<file path="config.mk">
export PLATFORM = sky130hd
export DESIGN_NAME = snake_turn_queue
export DESIGN_NICKNAME = d
export VERILOG_FILES = /design/src/rtl/snake_turn_queue.sv
export SDC_FILE = /design/constraint.sdc
export NUM_CORES = 1
export LEC_CHECK = 0
export BUFFER_PORTS_ARGS = -buffer_cell sky130_fd_sc_hd__buf_2
export CORE_MARGIN = 3
export CORE_UTILIZATION = 51
export CTS_CLUSTER_SIZE = 30
export DETAILED_ROUTE_END_ITERATION = 8
export GPL_ROUTABILITY_DRIVEN = 1
export GPL_TIMING_DRIVEN = 0
export PLACE_DENSITY_LB_ADDON = 0.25
export SYNTH_ARGS = -nofsm -noshare
export SYNTH_HDL_FRONTEND = slang
export SYNTH_SLANG_ARGS = --single-unit
</file>
<file path="constraint.sdc">
create_clock -name clk -period 2.2 [get_ports clk]
set_input_delay 0.22 -clock clk [delete_from_list [all_inputs] [get_ports clk]]
set_output_delay 0.22 -clock clk [all_outputs]
set_load 0.01 [all_outputs]
</file>
<file path="src/rtl/snake_turn_queue.sv">
// Multi-lane snake steering: edge-detected left/right turns are queued per lane and one is applied per game step.
// Optional absolute (keyboard-style) steering is enabled by defining SNAKE_TURN_ABS_EN.

package snake_pkg;
  typedef enum logic [1:0] {
    DIR_UP    = 2'd0,
    DIR_RIGHT = 2'd1,
    DIR_DOWN  = 2'd2,
    DIR_LEFT  = 2'd3
  } dir_t;
endpackage

module snake_turn_queue
  import snake_pkg::*;
#(
  parameter int NUM_PLAYERS = 2,
  parameter int QUEUE_DEPTH = 4,
  parameter int CNT_W       = $clog2(QUEUE_DEPTH + 1)
) (
  input  logic                         clk,
  input  logic                         rst,
  input  logic                         clk_divided,
  input  logic [NUM_PLAYERS-1:0]       left,
  input  logic [NUM_PLAYERS-1:0]       right,
  input  logic [NUM_PLAYERS-1:0]       freeze,
`ifdef SNAKE_TURN_ABS_EN
  input  logic [NUM_PLAYERS-1:0]       abs_valid,
  input  logic [2*NUM_PLAYERS-1:0]     abs_dir,
`endif
  output logic [2*NUM_PLAYERS-1:0]     dir,
  output logic                         step,
  output logic [CNT_W*NUM_PLAYERS-1:0] pending,
  output logic [NUM_PLAYERS-1:0]       overflow
);

  localparam int PTR_W = (QUEUE_DEPTH > 1) ? $clog2(QUEUE_DEPTH) : 1;

  // IDLE must be the all-zero code so it agrees with an empty queue out of reset.
  typedef enum logic {
    LANE_IDLE   = 1'b0,
    LANE_QUEUED = 1'b1
  } lane_state_t;

  // Relative turn table; an unknown heading recovers to UP.
  function automatic logic [1:0] turn(input logic [1:0] cur, input logic go_right);
    case (cur)
      DIR_UP:    turn = go_right ? DIR_RIGHT : DIR_LEFT;
      DIR_DOWN:  turn = go_right ? DIR_LEFT  : DIR_RIGHT;
      DIR_LEFT:  turn = go_right ? DIR_UP    : DIR_DOWN;
      DIR_RIGHT: turn = go_right ? DIR_DOWN  : DIR_UP;
      default:   turn = DIR_UP;
    endcase
  endfunction

  logic clk_div_prev;
  logic step_int;

  assign step_int = clk_divided & ~clk_div_prev;

  always_ff @(posedge clk) begin
    if (rst) begin
      clk_div_prev <= 1'b0;
      step         <= 1'b0;
    end else begin
      clk_div_prev <= clk_divided;
      step         <= step_int;
    end
  end

  for (genvar g = 0; g < NUM_PLAYERS; g++) begin : lane
    logic [QUEUE_DEPTH-1:0] fifo;
    logic [PTR_W-1:0]       rd_ptr;
    logic [PTR_W-1:0]       wr_ptr;
    logic [CNT_W-1:0]       count;
    logic [1:0]             cur_dir;
    logic                   ovf;
    logic                   left_prev;
    logic                   right_prev;
    lane_state_t            state;

    logic push_l, push_r, push_any, full, pop, accept, drop;

    // Simultaneous left and right edges cancel out rather than guessing a winner.
    assign push_l   = left[g] & ~left_prev;
    assign push_r   = right[g] & ~right_prev;
    assign push_any = push_l ^ push_r;
    assign full     = (count == CNT_W'(QUEUE_DEPTH));
    assign pop      = step_int & ~freeze[g] & (count != '0);
    assign accept   = push_any & (~full | pop);
    assign drop     = push_any & full & ~pop;

`ifdef SNAKE_TURN_ABS_EN
    logic       abs_prev;
    logic       slot_valid;
    logic [1:0] slot_dir;
    logic       abs_load;

    // With this encoding the reverse heading differs only in the upper bit.
    assign abs_load = abs_valid[g] & ~abs_prev &
                      (abs_dir[2*g +: 2] != (cur_dir ^ 2'b10));
`endif

    always_ff @(posedge clk) begin
      if (rst) begin
        fifo       <= '0;
        rd_ptr     <= '0;
        wr_ptr     <= '0;
        count      <= '0;
        cur_dir    <= DIR_UP;
        ovf        <= 1'b0;
        left_prev  <= 1'b0;
        right_prev <= 1'b0;
        state      <= LANE_IDLE;
`ifdef SNAKE_TURN_ABS_EN
        abs_prev   <= 1'b0;
        slot_valid <= 1'b0;
        slot_dir   <= DIR_UP;
`endif
      end else begin
        left_prev  <= left[g];
        right_prev <= right[g];
`ifdef SNAKE_TURN_ABS_EN
        abs_prev   <= abs_valid[g];
        // An absolute request replaces everything queued and suppresses this cycle's relative traffic.
        if (abs_load) begin
          rd_ptr     <= '0;
          wr_ptr     <= '0;
          count      <= CNT_W'(1);
          slot_valid <= 1'b1;
          slot_dir   <= abs_dir[2*g +: 2];
          state      <= LANE_QUEUED;
        end else begin
`endif
          if (accept) begin
            fifo[wr_ptr] <= push_r;
            wr_ptr       <= wr_ptr + PTR_W'(1);
          end
          if (pop) begin
`ifdef SNAKE_TURN_ABS_EN
            if (slot_valid) begin
              cur_dir    <= slot_dir;
              slot_valid <= 1'b0;
            end else begin
              cur_dir <= turn(cur_dir, fifo[rd_ptr]);
              rd_ptr  <= rd_ptr + PTR_W'(1);
            end
`else
            cur_dir <= turn(cur_dir, fifo[rd_ptr]);
            rd_ptr  <= rd_ptr + PTR_W'(1);
`endif
          end
          if (accept && !pop) begin
            count <= count + CNT_W'(1);
          end else if (pop && !accept) begin
            count <= count - CNT_W'(1);
          end
          if (drop) begin
            ovf <= 1'b1;
          end
          case (state)
            LANE_IDLE:   if (accept) state <= LANE_QUEUED;
            LANE_QUEUED: if (pop && !accept && count == CNT_W'(1)) state <= LANE_IDLE;
            default:     state <= LANE_IDLE;
          endcase
`ifdef SNAKE_TURN_ABS_EN
        end
`endif
      end
    end

    // The explicit lane state must always agree with the occupancy count.
    state_matches_count: assert property (
      @(posedge clk) disable iff (rst) ((state == LANE_QUEUED) == (count != '0))
    );

    assign dir[2*g +: 2]         = cur_dir;
    assign pending[CNT_W*g +: CNT_W] = count;
    assign overflow[g]           = ovf;
  end

endmodule

</file>
==> run metrics <==
CTS tree built; cts bufs inserted 5; std cell rows 20; Slew headroom 58.3%; Overflow after GRT 0; Syn Area/Cell 9.60 sq um; Yosys reg bits 34; Final Hold Fails 0; final WL 3540 um; required time of the critical path 2.46 ns; status completed; deepest clock path buffer count 2; Final period util 97.2%; FF/Latch Area 687 sq um; Slew Limit Fails 0; antenna-violating nets left 0; DRC 0; core area 0.00308 sq mm; fmax 467 MHz; initial core utilization 54.3%; crit path kind flop to flop; Worst VDD drop 0.000476 V; Worst-Margin Slew 0.625 ns; final std cells w/o fill 258; power per cell area 955 mW/mm^2; total power 2020 uW; initial DRC count 52; antenna violations before repair 0; dpl ws -0.194 ns; Worst Skew 0.00606 ns; vias in the first global route 1,297; maxcap violations 0; Post-Syn Area 0.00167 sq mm; Clk Tree Root Cell clkbuf_4; Setup Viol. Count Final 0; antenna cells 0; post-layout min period 2.14 ns; input/output buffers 20; layout cells sized above 1 30.8%; clock slew seen by the registers of the worst setup and hold paths 0.10 ns; Placed Cells 238; synth unique cells 26; Synth Instances 174; drt pass-1 iters 4; Fill cells 257; largest net degree at the start of global routing 11; commonest cells after routing, fill and taps aside dfxtp_1 (31), buf_2 (20), a21oi_1 (17), buf_4 (16), inv_1 (14); Die Width 63.2 um; Clock Sink Count 34; fin nets 234; RePlAce Congestion 0.812; Worst Slack Setup Final 0.0609 ns; Chip Height 63.2 um; yosys warns 0; Worst setup SP type flop; commonest non-fill, non-tap cell in the layout dfxtp_1; die area 0.00400 sq mm; hold buffers post-CTS 0; Hold WC Path Type input port to flop; WL/cell 13.7 um; crit path max fanout 3; multi-input logic area 0.00102 sq mm; Post-DP HPWL 2340 um; Via Count 1,378; largest area contributor in the netlist dfxtp_1; # IOs 22; post-synth top area share 40.7%; r2r setup slk 0.06 ns; CP Capture Type flop; Worst EP arrival 2.40 ns; Leak 0.000872 uW; H-Tree Level Count 2; synth-to-layout area growth 26.5%; GRT Overall Usage 18.9%; Vias/cell 5.34; Skew-Pair Late Insertion Delay 0.34 ns; Final Core Density 68.7%; Syn Nets 195; Seq/Total Area, Yosys 40.7%; synth top area cells dfxtp_1 (41%), ha_1 (7.5%), xor2_1 (7.3%), a21oi_1 (5.4%), o31ai_1 (3.6%); first-pass GRT wire length 5890 um
[routing by layer]
metal,track usage (%),routed length [um],part of all wire [%],vias to the layer above
met4,5.66,6,0.17,0
met3,6.95,171,4.8,2
met5,0,0,0,-
met2,30.4,1750,49,36
li1,-,-,-,683
met1,23.6,1620,46,657
[repair_timing]
item	CTS	global route
setup buffers	2	11
pin swaps	4	9
gates resized for setup	13	17
setup endpoints to repair	4	4
[layout make-up]
type | count | area share (%)
Clock buffer | 7 | 2.61
Clock inverter | 1 | 0.237
Inverter | 14 | 2.49
Buffer | 9 | 2.13
Tap cell | 44 | 2.61
Timing Repair Buffer | 33 | 9.35
Sequential cell | 34 | 32.5
Multi-Input combinational cell | 116 | 48.1
[final timing paths]
path	start	end	cells after the start
worst max-delay path	clk_div_prev	lane[1].count[2]	9
worst min-delay path	right[1]	lane[1].right_prev	2
worst max register to register	clk_div_prev	lane[1].count[2]	9
worst min register to register	lane[1].fifo[3]	lane[1].fifo[3]	2
[flip-flops by register name, summed over array words and instances, names as in the netlist]
| register | cells |
|---|---|
| step | 1 |
| lane.cur_dir | 4 |
| lane.wr_ptr | 4 |
| lane.ovf | 2 |
| lane.right_prev | 2 |
| clk_div_prev | 1 |
| lane.count | 6 |
| lane.left_prev | 2 |
| lane.rd_ptr | 4 |
| lane.fifo | 8 |
[power breakdown]
group | switching (uW) | total (uW) | internal [uW]
logic | 378 | 754 | 375
registers | 182 | 905 | 723
clock network | 205 | 360 | 155
[cell usage after synthesis, drive strengths merged]
cell type,instances
dfxtp,34
a21oi,18
inv,14
nor2,14
xor2,14
ha,10
o31ai,10
clkbuf,8
nand4,8
o21ai,8
nor2b,7
nand3,4
or3,4
nor3b,3
buf,2
fa,2
mux2i,2
mux4,2
nand2b,2
nor4b,2
o311ai,2
or4b,2
xnor2,2
[worst max-delay path, stage by stage (launching register included)]
cell	delay (ns)
dfxtp_4	0.38
nor3b_4	0.27
nor4b_4	0.10
nor2_2	0.14
ha_2	0.18
inv_1	0.05
fa_2	0.33
xor2_1	0.15
or3_1	0.33
a21oi_2	0.15
[through the flow]
step / TNS [ns] / hold WS (ns) / instance area (sq um)
2_1_floorplan: 0 / 0.348 / 1670
3_3_place_gp: -0.163 / 0.443 / 1830
3_5_place_dp: -0.506 / 0.451 / 1830
4_1_cts: -0.000627 / 0.0910 / 1980
5_1_grt: -0.0532 / 0.0825 / 2110
6_report: 0 / 0.109 / 2110
[kinds of logic (layout without fill, tap and decap cells)]
kind of cell	after synthesis	in the layout	share of synthesized area, %
buffers and inverters	24	64	5.99
AOI/OAI and AO/OA	38	38	13.9
xor gates and xnor gates	16	16	8.39
muxes	4	4	3.89
DFF	34	34	40.7
and+or+nand+nor	46	46	17.2
adders and majority gates	12	12	9.89
(Power assumes the default switching activity.)
